### src/rtl/uart_pkg.sv
// Shared UART definitions used by both the transmit and receive sides.
package uart_pkg;

    localparam int DATA_BITS = 8;

    typedef enum logic [2:0] {
        IDLE,
        START,
        DATA,
        PARITY,
        STOP
    } uart_state_t;

endpackage

### src/rtl/uart_baud_tick.sv
// Bit-time counter: tick marks the last clk of each serial bit while enabled.
module uart_baud_tick #(
    parameter int CLKS_PER_BIT = 434
) (
    input  logic clk,
    input  logic rst_n,
    input  logic enable,
    output logic tick
);

    localparam int CW = (CLKS_PER_BIT > 1) ? $clog2(CLKS_PER_BIT) : 1;
    localparam logic [CW-1:0] LAST = CW'(CLKS_PER_BIT - 1);

    logic [CW-1:0] cnt;

    always_ff @(posedge clk or negedge rst_n) begin
        if (!rst_n)
            cnt <= '0;
        else if (!enable || cnt == LAST)
            cnt <= '0;
        else
            cnt <= cnt + 1'b1;
    end

    assign tick = enable && (cnt == LAST);

endmodule

### src/rtl/uart_tx.sv
// 8N1/8N2 UART transmitter; define UART_TX_PARITY_EN to add an even parity bit.
module uart_tx
    import uart_pkg::*;
#(
    parameter int CLKS_PER_BIT = 434,
    parameter int STOP_BITS    = 1
) (
    input  logic       clk,
    input  logic       rst_n,
    input  logic [7:0] tx_data,
    input  logic       tx_valid,
    output logic       tx_ready,
    output logic       tx,
    output logic       tx_busy,
    output logic       tx_done
);

    localparam logic [2:0] LAST_DATA = 3'(DATA_BITS - 1);
    localparam logic [2:0] LAST_STOP = 3'(STOP_BITS - 1);

    uart_state_t          state, state_nx;
    logic [DATA_BITS-1:0] shreg, shreg_nx;
    logic [2:0]           idx, idx_nx;
    logic                 tx_nx;
    logic                 armed;
    logic                 tick;
    logic                 accept;

    uart_baud_tick #(.CLKS_PER_BIT(CLKS_PER_BIT)) u_tick (
        .clk    (clk),
        .rst_n  (rst_n),
        .enable (state != IDLE),
        .tick   (tick)
    );

    // Holds ready low until the first edge after reset release.
    always_ff @(posedge clk or negedge rst_n) begin
        if (!rst_n) armed <= 1'b0;
        else        armed <= 1'b1;
    end

    assign tx_ready = armed && (state == IDLE);
    assign tx_busy  = (state != IDLE);
    assign accept   = tx_valid && tx_ready;

`ifdef UART_TX_PARITY_EN
    logic par;

    always_ff @(posedge clk or negedge rst_n) begin
        if (!rst_n)      par <= 1'b0;
        else if (accept) par <= ^tx_data;
    end
`endif

    always_ff @(posedge clk or negedge rst_n) begin
        if (!rst_n) begin
            state <= IDLE;
            shreg <= '0;
            idx   <= '0;
            tx    <= 1'b1;
        end else begin
            state <= state_nx;
            shreg <= shreg_nx;
            idx   <= idx_nx;
            tx    <= tx_nx;
        end
    end

    always_comb begin
        state_nx = state;
        case (state)
            IDLE:  if (accept) state_nx = START;
            START: if (tick) state_nx = DATA;
            DATA:
                if (tick && idx == LAST_DATA)
`ifdef UART_TX_PARITY_EN
                    state_nx = PARITY;
`else
                    state_nx = STOP;
`endif
`ifdef UART_TX_PARITY_EN
            PARITY: if (tick) state_nx = STOP;
`endif
            STOP:  if (tick && idx == LAST_STOP) state_nx = IDLE;
            default: state_nx = IDLE;
        endcase
    end

    // idx counts data bits, then restarts at 0 to count stop bits.
    always_comb begin
        shreg_nx = shreg;
        idx_nx   = idx;
        case (state)
            IDLE:
                if (accept) begin
                    shreg_nx = tx_data;
                    idx_nx   = '0;
                end
            DATA:
                if (tick) begin
                    shreg_nx = shreg >> 1;
                    idx_nx   = idx + 1'b1;
                end
            STOP:
                if (tick)
                    idx_nx = (idx == LAST_STOP) ? 3'd0 : idx + 1'b1;
            default: ;
        endcase
    end

    // tx is registered from the upcoming state so the line never glitches.
    always_comb begin
        tx_nx = 1'b1;
        case (state_nx)
            START:  tx_nx = 1'b0;
            DATA:   tx_nx = shreg_nx[0];
`ifdef UART_TX_PARITY_EN
            PARITY: tx_nx = par;
`endif
            default: tx_nx = 1'b1;
        endcase
    end

    assign tx_done = (state == STOP) && tick && (idx == LAST_STOP);

endmodule

### config.mk
export PLATFORM = sky130hd
export DESIGN_NAME = uart_tx
export DESIGN_NICKNAME = d
export VERILOG_FILES = /design/src/rtl/uart_pkg.sv /design/src/rtl/uart_baud_tick.sv /design/src/rtl/uart_tx.sv
export SDC_FILE = /design/constraint.sdc
export NUM_CORES = 1
export LEC_CHECK = 0
export BUFFER_PORTS_ARGS = -buffer_cell sky130_fd_sc_hd__buf_2
export CAP_MARGIN = 20
export CORE_AREA = 8 8 58 60
export CTS_BUF_LIST = sky130_fd_sc_hd__clkbuf_8
export CTS_CLUSTER_SIZE = 28
export DETAILED_ROUTE_END_ITERATION = 10
export DIE_AREA = 0 0 66 68
export PLACE_DENSITY = 0.75
export REMOVE_ABC_BUFFERS = 1
export SLEW_MARGIN = 15
export SYNTH_ARGS = -nofsm -noshare
export SYNTH_HDL_FRONTEND = slang
export SYNTH_SLANG_ARGS = --single-unit
### constraint.sdc
create_clock -name clk -period 2.3 [get_ports clk]
set_input_delay 0.46 -clock clk [delete_from_list [all_inputs] [get_ports clk]]
set_output_delay 0.46 -clock clk [all_outputs]
set_load 0.05 [all_outputs]
; After elaboration in Yosys (flattened, before gate mapping)
; Cells that the tools add are included.
[totals]
regBits = 25
output_inout_bits = 4
[classes]
n_addsub = 2
eq_ne = 10
muxes = 15
n_reduce_logical = 16
[ops]
columns = op, count
row1 = $mux W3, 8
row2 = $mux W8, 2
row3 = $pmux W8 S2, 1
row4 = $pmux W3 S4, 1
row5 = $add A9 B1 Y9 const B, 1
row6 = $eq A9 B9 Y1 const B, 1
row7 = $mux W9, 1
row8 = $pmux W3 S3, 1
row9 = $logic_and A1 B1 Y1, 7
row10 = $eq A3 B1 Y1 const B, 2
row11 = $eq A3 B2 Y1 const B, 2
row12 = $eq A3 B3 Y1 const B, 2
row13 = $logic_not A3 Y1, 2
row14 = $ne A2 B2 Y1 const B, 3
row15 = $reduce_bool A3 Y1, 2
row16 = $reduce_and A4 Y1, 1
row17 = $add A3 B1 Y3 const B, 1
row18 = $reduce_and A3 Y1, 1
row19 = $pmux W1 S2, 1
row20 = $reduce_bool A2 Y1, 1
row21 = $logic_not A1 Y1, 1
row22 = $logic_or A1 B1 Y1, 1

; Logic depth before layout (Yosys ltp)
; Gate-level depths: netlist of the first run.
[depth]
word_depth = 7
depth_mapped = 7
mapped_depth_nobuf = 6

; Hierarchy
; From an unflattened synthesis of the first run, not the netlist that was laid out.
[hier_totals]
hier_cells = 131
area_unflattened_um2 = 1336.3
[by_module_without_submodules]
columns = mod, n_inst, cells_each, area_per_inst_um2
row1 = uart_tx, 1, 83, 849.6
row2 = uart_baud_tick, 1, 48, 486.7

; Worst setup path before layout of the first run
; OpenSTA, ideal clock, no wires.
[synth_timing]
path_kind = register to output
startpoint = register u_tick.cnt[1]
endpoint = output port tx_done
arrival_time_ns = 2.576
setup_slack_ns = -0.736
stages_incl_launch_ff = 6
cell_sequence = dfrtp_1 -> inv_1 -> ha_1 -> and4b_4 -> nand2_1 -> nor4b_1
[synth_via]
elab_chain_len = 4
[synth_rtl]
columns = item, line_no
row1 = "start, declared", uart_baud_tick.sv:14  ; logic [CW-1:0] cnt;
row2 = "start signal, assigned", uart_baud_tick.sv:22  ; cnt <= cnt + 1'b1;
row3 = $eq A9 B9 Y1, uart_baud_tick.sv:25  ; assign tick = enable && (cnt == LAST);
row4 = $logic_and A1 B1 Y1, uart_baud_tick.sv:25
row5 = $logic_and A1 B1 Y1 (2 in series), uart_tx.sv:124  ; assign tx_done = (state == STOP) && tick && (idx == LAST_STOP);
row6 = "end, declared", uart_tx.sv:15  ; output logic tx_done
; No other way between the ends.

; Final worst setup path of the first run
; Ends and elaborated chain as after synthesis.

==> metrics.yaml, run 1 <==
routing:
  drcViolationCount: 0
  drt_iter0_drc: 28
  dr_total_vias: 964
  ant_nets: 0
  routed_via_density: 5.671
  routed_wl_mm: 2.581
  wl_per_cell_um: 15.18
  first_pass_iters: 4
yosys:
  syn_area_per_cell_sq_um: 11.03
  synth.top_cell.area_share_pct: 45.37
  syn_inst: 120
  synth_ff_type: "dfrtp_1"
  ys_types: 39
  yosys_register_bits: 25
  synth_area_leaders: "dfrtp_1, ha_1, a22o_1"
  syn_area_sq_um: 1324
  async_flop_share_pct: 100.0
  ys.warnings.count: 0
  synth_sequential_area_ratio_pct: 47.35
  yosys.area.top_type: "dfrtp_1"
  synth_edf_count: 0
setup_path:
  critPathKind: "reg -> out"
  r2r-end: "tx"
  crit_family: "simple AND/OR/NAND/NOR gates"
  worst_ep_required_time_ns: 1.84
  worstPathBufferInverterCount: 2
  ff2ff_setup_slack_ns: 0.36
  cp-startpoint: "u_tick.cnt[1]"
  r2r_start: "u_tick.cnt[0]"
  cp-end-kind: "primary output"
  cpPeakStageDelay_ns: 0.42
  crit_arrival_ns: 1.80
  crit_chain: "inv_1, ha_2, and4b_4, nand2_4, nor4b_2, buf_4"
  start_kind: "flip-flop"
  reg2reg_depth: 6
  crit_path_max_fanout: 4
  cpMaxStageDelayCell: "dfrtp_1"
finish:
  synthToLayoutAreaGrowth_pct: 14.08
  n_fill_cell: 235
  antenna_cells: 0
  layout.nets: 156
  final_common_cell: "dfrtp_1"
  final_cell_mix: "dfrtp_1, nor2_1, buf_2"
  drive_gt1_share_pct: 25.18
  final_util_pct: 58.82
sta:
  worstMarginPinSlew_ns: 0.5485
  setup_viol: 0
  fin_crit_sh_pct: 98.24
  skew_ns: 0.003423
  hold_viol_final: 0
  slew_headroom_pct: 63.44
  worst_slack_ns: 0.04058
  period_minus_slack_ns: 2.259
  max_freq_mhz: 442.6
  slew_violations: 0
clock_network:
  clkTransAtPathRegs_ns: 0.09
  cts_tree: "yes"
  numCtsBuffers: 3
  htreeDepth: 1
  root_buffer: "clkbuf_8"
  clk_latency_ns: 0.26
  max-clock-path-buffers: 2
  ctsHoldBuffers: 0
  clock_sinks: 25
flow_run:
  max_cap_viol_count: 0
die:
  design.die.area_sq_um: 4488
  floorplan.initialDensity_pct: 51.56
  rows: 19
  fp.dieH_um: 68
  ios: 15
  chipWidth_um: 66
  core_sq_um: 2567
run_status:
  status: "complete, no violations"
placed_design:
  io_buffers: 14
  preCtsSetupSlack_ns: 0.2760
  hpwl_mm: 1.845
  gp_congestion: 0.8184
min_path:
  hold_path_class: "in -> async"
global_route:
  overflow: 0
  grt_usage_pct: 12.35
  grt_pass1_vias: 1049
  grt_max_degree: 26
  grt_pass1_wl_mm: 4.347
  antenna_found_initial: 0
power_and_ir_drop:
  p_leak_nw: 0.7553
  peakVddDrop_mv: 0.5614
  powerDensity_nw_per_um2: 790.7
-- area by class of cell --
type	count	area [sq um]	share of cell area, %
Timing Repair Buffer	18	102.6	6.794
Clock inverter	1	7.507	0.4971
Sequential cell	25	626.9	41.51
Tap cell	31	38.79	2.568
Clock buffer	3	41.29	2.734
Inverter	5	18.77	1.243
Multi-Input combinational cell	87	674.4	44.66
-- power breakdown --
part / leakage [nW] / switching, mW / internal [mW]
combinational: 0.411 / 0.147 / 0.141
clock: 0.0217 / 0.135 / 0.122
sequential: 0.322 / 0.0999 / 0.548
-- state kept, by name, indices dropped and copies added, names as in the netlist --
signal,cells
state,3
tx,1
u_tick.cnt,9
shreg,8
armed,1
idx,3
-- routing by layer --
layer	up-vias	part of all wire, %	track usage (%)
li1	459	-	-
met1	495	43	12.46
met2	8	53	23.26
met3	2	3.3	2.782
met4	0	0.74	6.667
met5	-	0	0
-- through the flow --
stage / hold WS (ns) / cells / instance area, sq um / setup TNS [ns] / power [mW]
4_1_cts: 0.1832 / 167 / 1471 / 0 / 1.191
2_1_floorplan: 0.1644 / 117 / 1304 / -0.7474 / 0.8406
5_1_grt: 0.2020 / 170 / 1510 / -0.04208 / 1.273
3_3_place_gp: 0.4584 / 163 / 1420 / 0 / 0.9056
6_report: 0.1728 / 170 / 1510 / 0 / 1.194
3_5_place_dp: 0.4670 / 163 / 1420 / 0 / 0.9291
-- cell usage after synthesis, types with 2 or more instances --
master	number
nor3b_1	3
and3_1	2
xor2_1	2
a22o_1	7
nand3_1	7
a21o_1	6
nand2_1	6
xnor2_1	5
nor2_1	14
inv_1	5
o21ai_1	2
dfrtp_1	24
nor2b_1	2
a21oi_1	2
nor3_1	2
or2_1	2
mux2_4	3
ha_1	5
-- logic make-up (layout without fill, tap and decap cells) --
| logic type | Yosys count | in the layout | share of synthesized area [%] |
|---|---|---|---|
| mux | 3 | 3 | 3.402 |
| fa+ha+maj | 5 | 5 | 4.726 |
| flops | 25 | 25 | 47.35 |
| buf+inv | 8 | 27 | 2.930 |
| other cells | 1 | 1 | 0.2833 |
| simple gates | 48 | 48 | 22.49 |
| xor+xnor | 7 | 7 | 4.631 |
| compound gates | 23 | 23 | 14.18 |
-- timing repair --
item	CTS	global route
endpoints found under the setup margin	1	1
pin swaps	0	2
resized for setup	1	4
buffers inserted	0	3
-- worst max-delay path by stage --
stage	to	slack, ns	cells past startpoint
final	tx_done	0.04	6
after global routing	tx_done	-0.04	6
after CTS	tx_done	0.01	6
after detailed placement	tx_done	0.28	4
after global placement	tx_done	0.31	4
after floorplan	tx_done	-0.74	5
(Power assumes the default switching activity.)
==> run 2, diff against run 1 <==
--- a/config.mk
+++ b/config.mk
@@ -5,14 +5,15 @@
 export SDC_FILE = /design/constraint.sdc
 export NUM_CORES = 1
 export LEC_CHECK = 0
+export ABC_AREA = 1
 export BUFFER_PORTS_ARGS = -buffer_cell sky130_fd_sc_hd__buf_2
 export CAP_MARGIN = 20
-export CORE_AREA = 8 8 58 60
+export CORE_AREA = 8 8 59 61
 export CTS_BUF_LIST = sky130_fd_sc_hd__clkbuf_8
 export CTS_CLUSTER_SIZE = 28
 export DETAILED_ROUTE_END_ITERATION = 10
-export DIE_AREA = 0 0 66 68
-export PLACE_DENSITY = 0.75
+export DIE_AREA = 0 0 67 69
+export PLACE_DENSITY = 0.74
 export REMOVE_ABC_BUFFERS = 1
 export SLEW_MARGIN = 15
 export SYNTH_ARGS = -nofsm -noshare
==> metrics.yaml, run 2 <==
clock_network:
  postCtsSetupRepairBufs: 0
  clkTransAtPathRegs_ns: 0.09
  htreeDepth: 1
  root_buffer: "clkbuf_8"
  clk_latency_ns: 0.27
  numCtsBuffers: 3
  max-clock-path-buffers: 2
  clock_sinks: 25
  cts-resized-gates: 0
  cts_tree: "yes"
  ctsHoldBuffers: 0
yosys:
  ys.warnings.count: 0
  yosys_register_bits: 25
  syn_inst: 155
  synth.top_cell.area_share_pct: 43.68
  synth_edf_count: 0
  synth_sequential_area_ratio_pct: 45.59
  async_flop_share_pct: 100.0
  ys_types: 27
  yosysMostFrequentCell: "nand2_1"
  syn_area_per_cell_sq_um: 8.871
  synth_area_leaders: "dfrtp_1, nand2_1, ha_1"
  synth_ff_type: "dfrtp_1"
  yosys-top-cells-count: "nand2_1, dfrtp_1, inv_1, nand3_1, nor2_1"
  yosys.area.top_type: "dfrtp_1"
  syn_area_sq_um: 1375
sta:
  setup_viol: 0
  tns_ns: 0
  grt_setup_unrepaired: "no"
  period_minus_slack_ns: 2.102
  skew_ns: 0.004599
  max_freq_mhz: 475.8
  worstMarginPinSlew_ns: 0.5469
  slew_violations: 0
  slew_headroom_pct: 63.54
  fin_crit_sh_pct: 91.38
  hold_viol_final: 0
setup_path:
  cp-end-kind: "primary output"
  r2r_start: "u_tick.cnt[1]"
  reg2reg_depth: 9
  crit_arrival_ns: 1.64
  worst_ep_required_time_ns: 1.84
  crit_path_max_fanout: 4
  critPathKind: "reg -> out"
  r2r-end: "idx[0]"
  ff2ff_setup_slack_ns: 0.89
  start_kind: "flip-flop"
global_route:
  overflow: 0
  grtUsageMet2_pct: 18.40
  grt_pass1_wl_mm: 4.457
  grt_pass1_vias: 1057
  grtUsageMet1_pct: 14.60
  busiest_layer: "met2"
  antenna_found_initial: 0
  grt_util_met3_pct: 2.585
  grt_usage_pct: 11.67
  grt_max_degree: 26
finish:
  final_common_cell: "nand2_1"
  drive_gt1_share_pct: 26.01
  largestRegisters: "u_tick.cnt: 9 flops, shreg: 8 flops"
  final_cell_mix: "nand2_1, dfrtp_1, inv_1"
  regMostFlops: "u_tick.cnt"
  design_area_sq_um: 1530
  final_util_pct: 58.52
  antenna_cells: 0
  layout.nets: 190
  largest_register_ffs: 9
  synthToLayoutAreaGrowth_pct: 11.28
min_path:
  hold_path_class: "in -> async"
placed_design:
  io_buffers: 14
  gp_congestion: 0.8386
  place_area_sq_um: 1484
  hpwl_mm: 1.967
routing:
  first_pass_iters: 4
  routed_via_density: 5.221
  drt_iter0_drc: 39
  wl_per_cell_um: 12.08
  routed_wl_mm: 2.465
  ant_nets: 0
  dr_total_vias: 1065
  drcViolationCount: 0
power_and_ir_drop:
  p_leak_nw: 0.7337
  powerDensity_nw_per_um2: 773.0
  peakVddDrop_mv: 0.6825
  power.total_mw: 1.183
die:
  core_sq_um: 2615
  chipWidth_um: 67
  ios: 15
  fp.dieH_um: 69
  floorplan.initialDensity_pct: 52.58
  rows: 19
  design.die.area_sq_um: 4623
flow_run:
  max_cap_viol_count: 0
run_status:
  status: "complete, no violations"
run 2: cell types whose count changed in the layout (fill, tap and decap cells not counted), moves of 4 or more:
cell and delta:
inv_2 +5, buf_4 -5, a21oi_1 +4, nand3_2 +4, a21o_1 -6, nor2_4 +5, o211ai_1 +5, a22o_1 -7
nor2_1 -5, xnor2_1 -5, nand2_1 +34, inv_1 +10
run 2: metal layers:
metal / vias up / part of all wire [%]
met1: 509 / 44
met5: - / 0
li1: 536 / -
met2: 16 / 50
met3: 4 / 4.1
met4: 0 / 1.7
run 2: stage by stage:
step / hold slack (ns) / cells / worst slack, ns
after detailed placement: 0.4738 / 200 / 0.4823
final: 0.1677 / 204 / 0.1982
after CTS: 0.1908 / 204 / 0.1747
after floorplan: 0.1644 / 155 / 0.2544
after global routing: 0.2240 / 204 / 0.08950
after global placement: 0.4554 / 200 / 0.5140
run 2: report_power, final:
group	leakage (nW)	internal, mW	switching, mW
logic	0.389	0.116	0.179
registers	0.319	0.549	0.0814
clock network	0.0255	0.121	0.137
run 2: cell type report:
class | count | area [sq um]
fillers | 244 | 1085
multi-input cells | 109 | 664.4
flip-flops and latches | 25 | 626.9
inverters | 21 | 83.83
repair buffers | 14 | 70.07
clock buffers | 3 | 41.29
well taps | 31 | 38.79
clock inverters | 1 | 5.005
run 2: critical path, cell delays in order (launching register included):
cell	delay, ns
dfrtp_1	0.41
inv_1	0.06
ha_1	0.16
nand4_1	0.14
nor2_4	0.15
nand3_1	0.10
nor2_1	0.09
buf_2	0.27
run 2: worst max-delay path by stage:
stage / startpoint / endpoint / slack, ns
after floorplan: u_tick.cnt[1] / tx_done / 0.25
after global placement: u_tick.cnt[1] / tx_done / 0.51
after detailed placement: u_tick.cnt[1] / tx_done / 0.48
after CTS: u_tick.cnt[1] / tx_done / 0.17
after global routing: u_tick.cnt[1] / tx_done / 0.09
final: u_tick.cnt[1] / tx_done / 0.20
run 2: logic make-up after synthesis:
| group | after synthesis | synth area share (%) |
|---|---|---|
| and+or+nand+nor | 84 | 34.39 |
| other | 1 | 0.2727 |
| buffers and inverters | 21 | 6.096 |
| adders and majority gates | 5 | 4.550 |
| AOI/OAI and AO/OA | 19 | 9.100 |
| DFF | 25 | 45.59 |
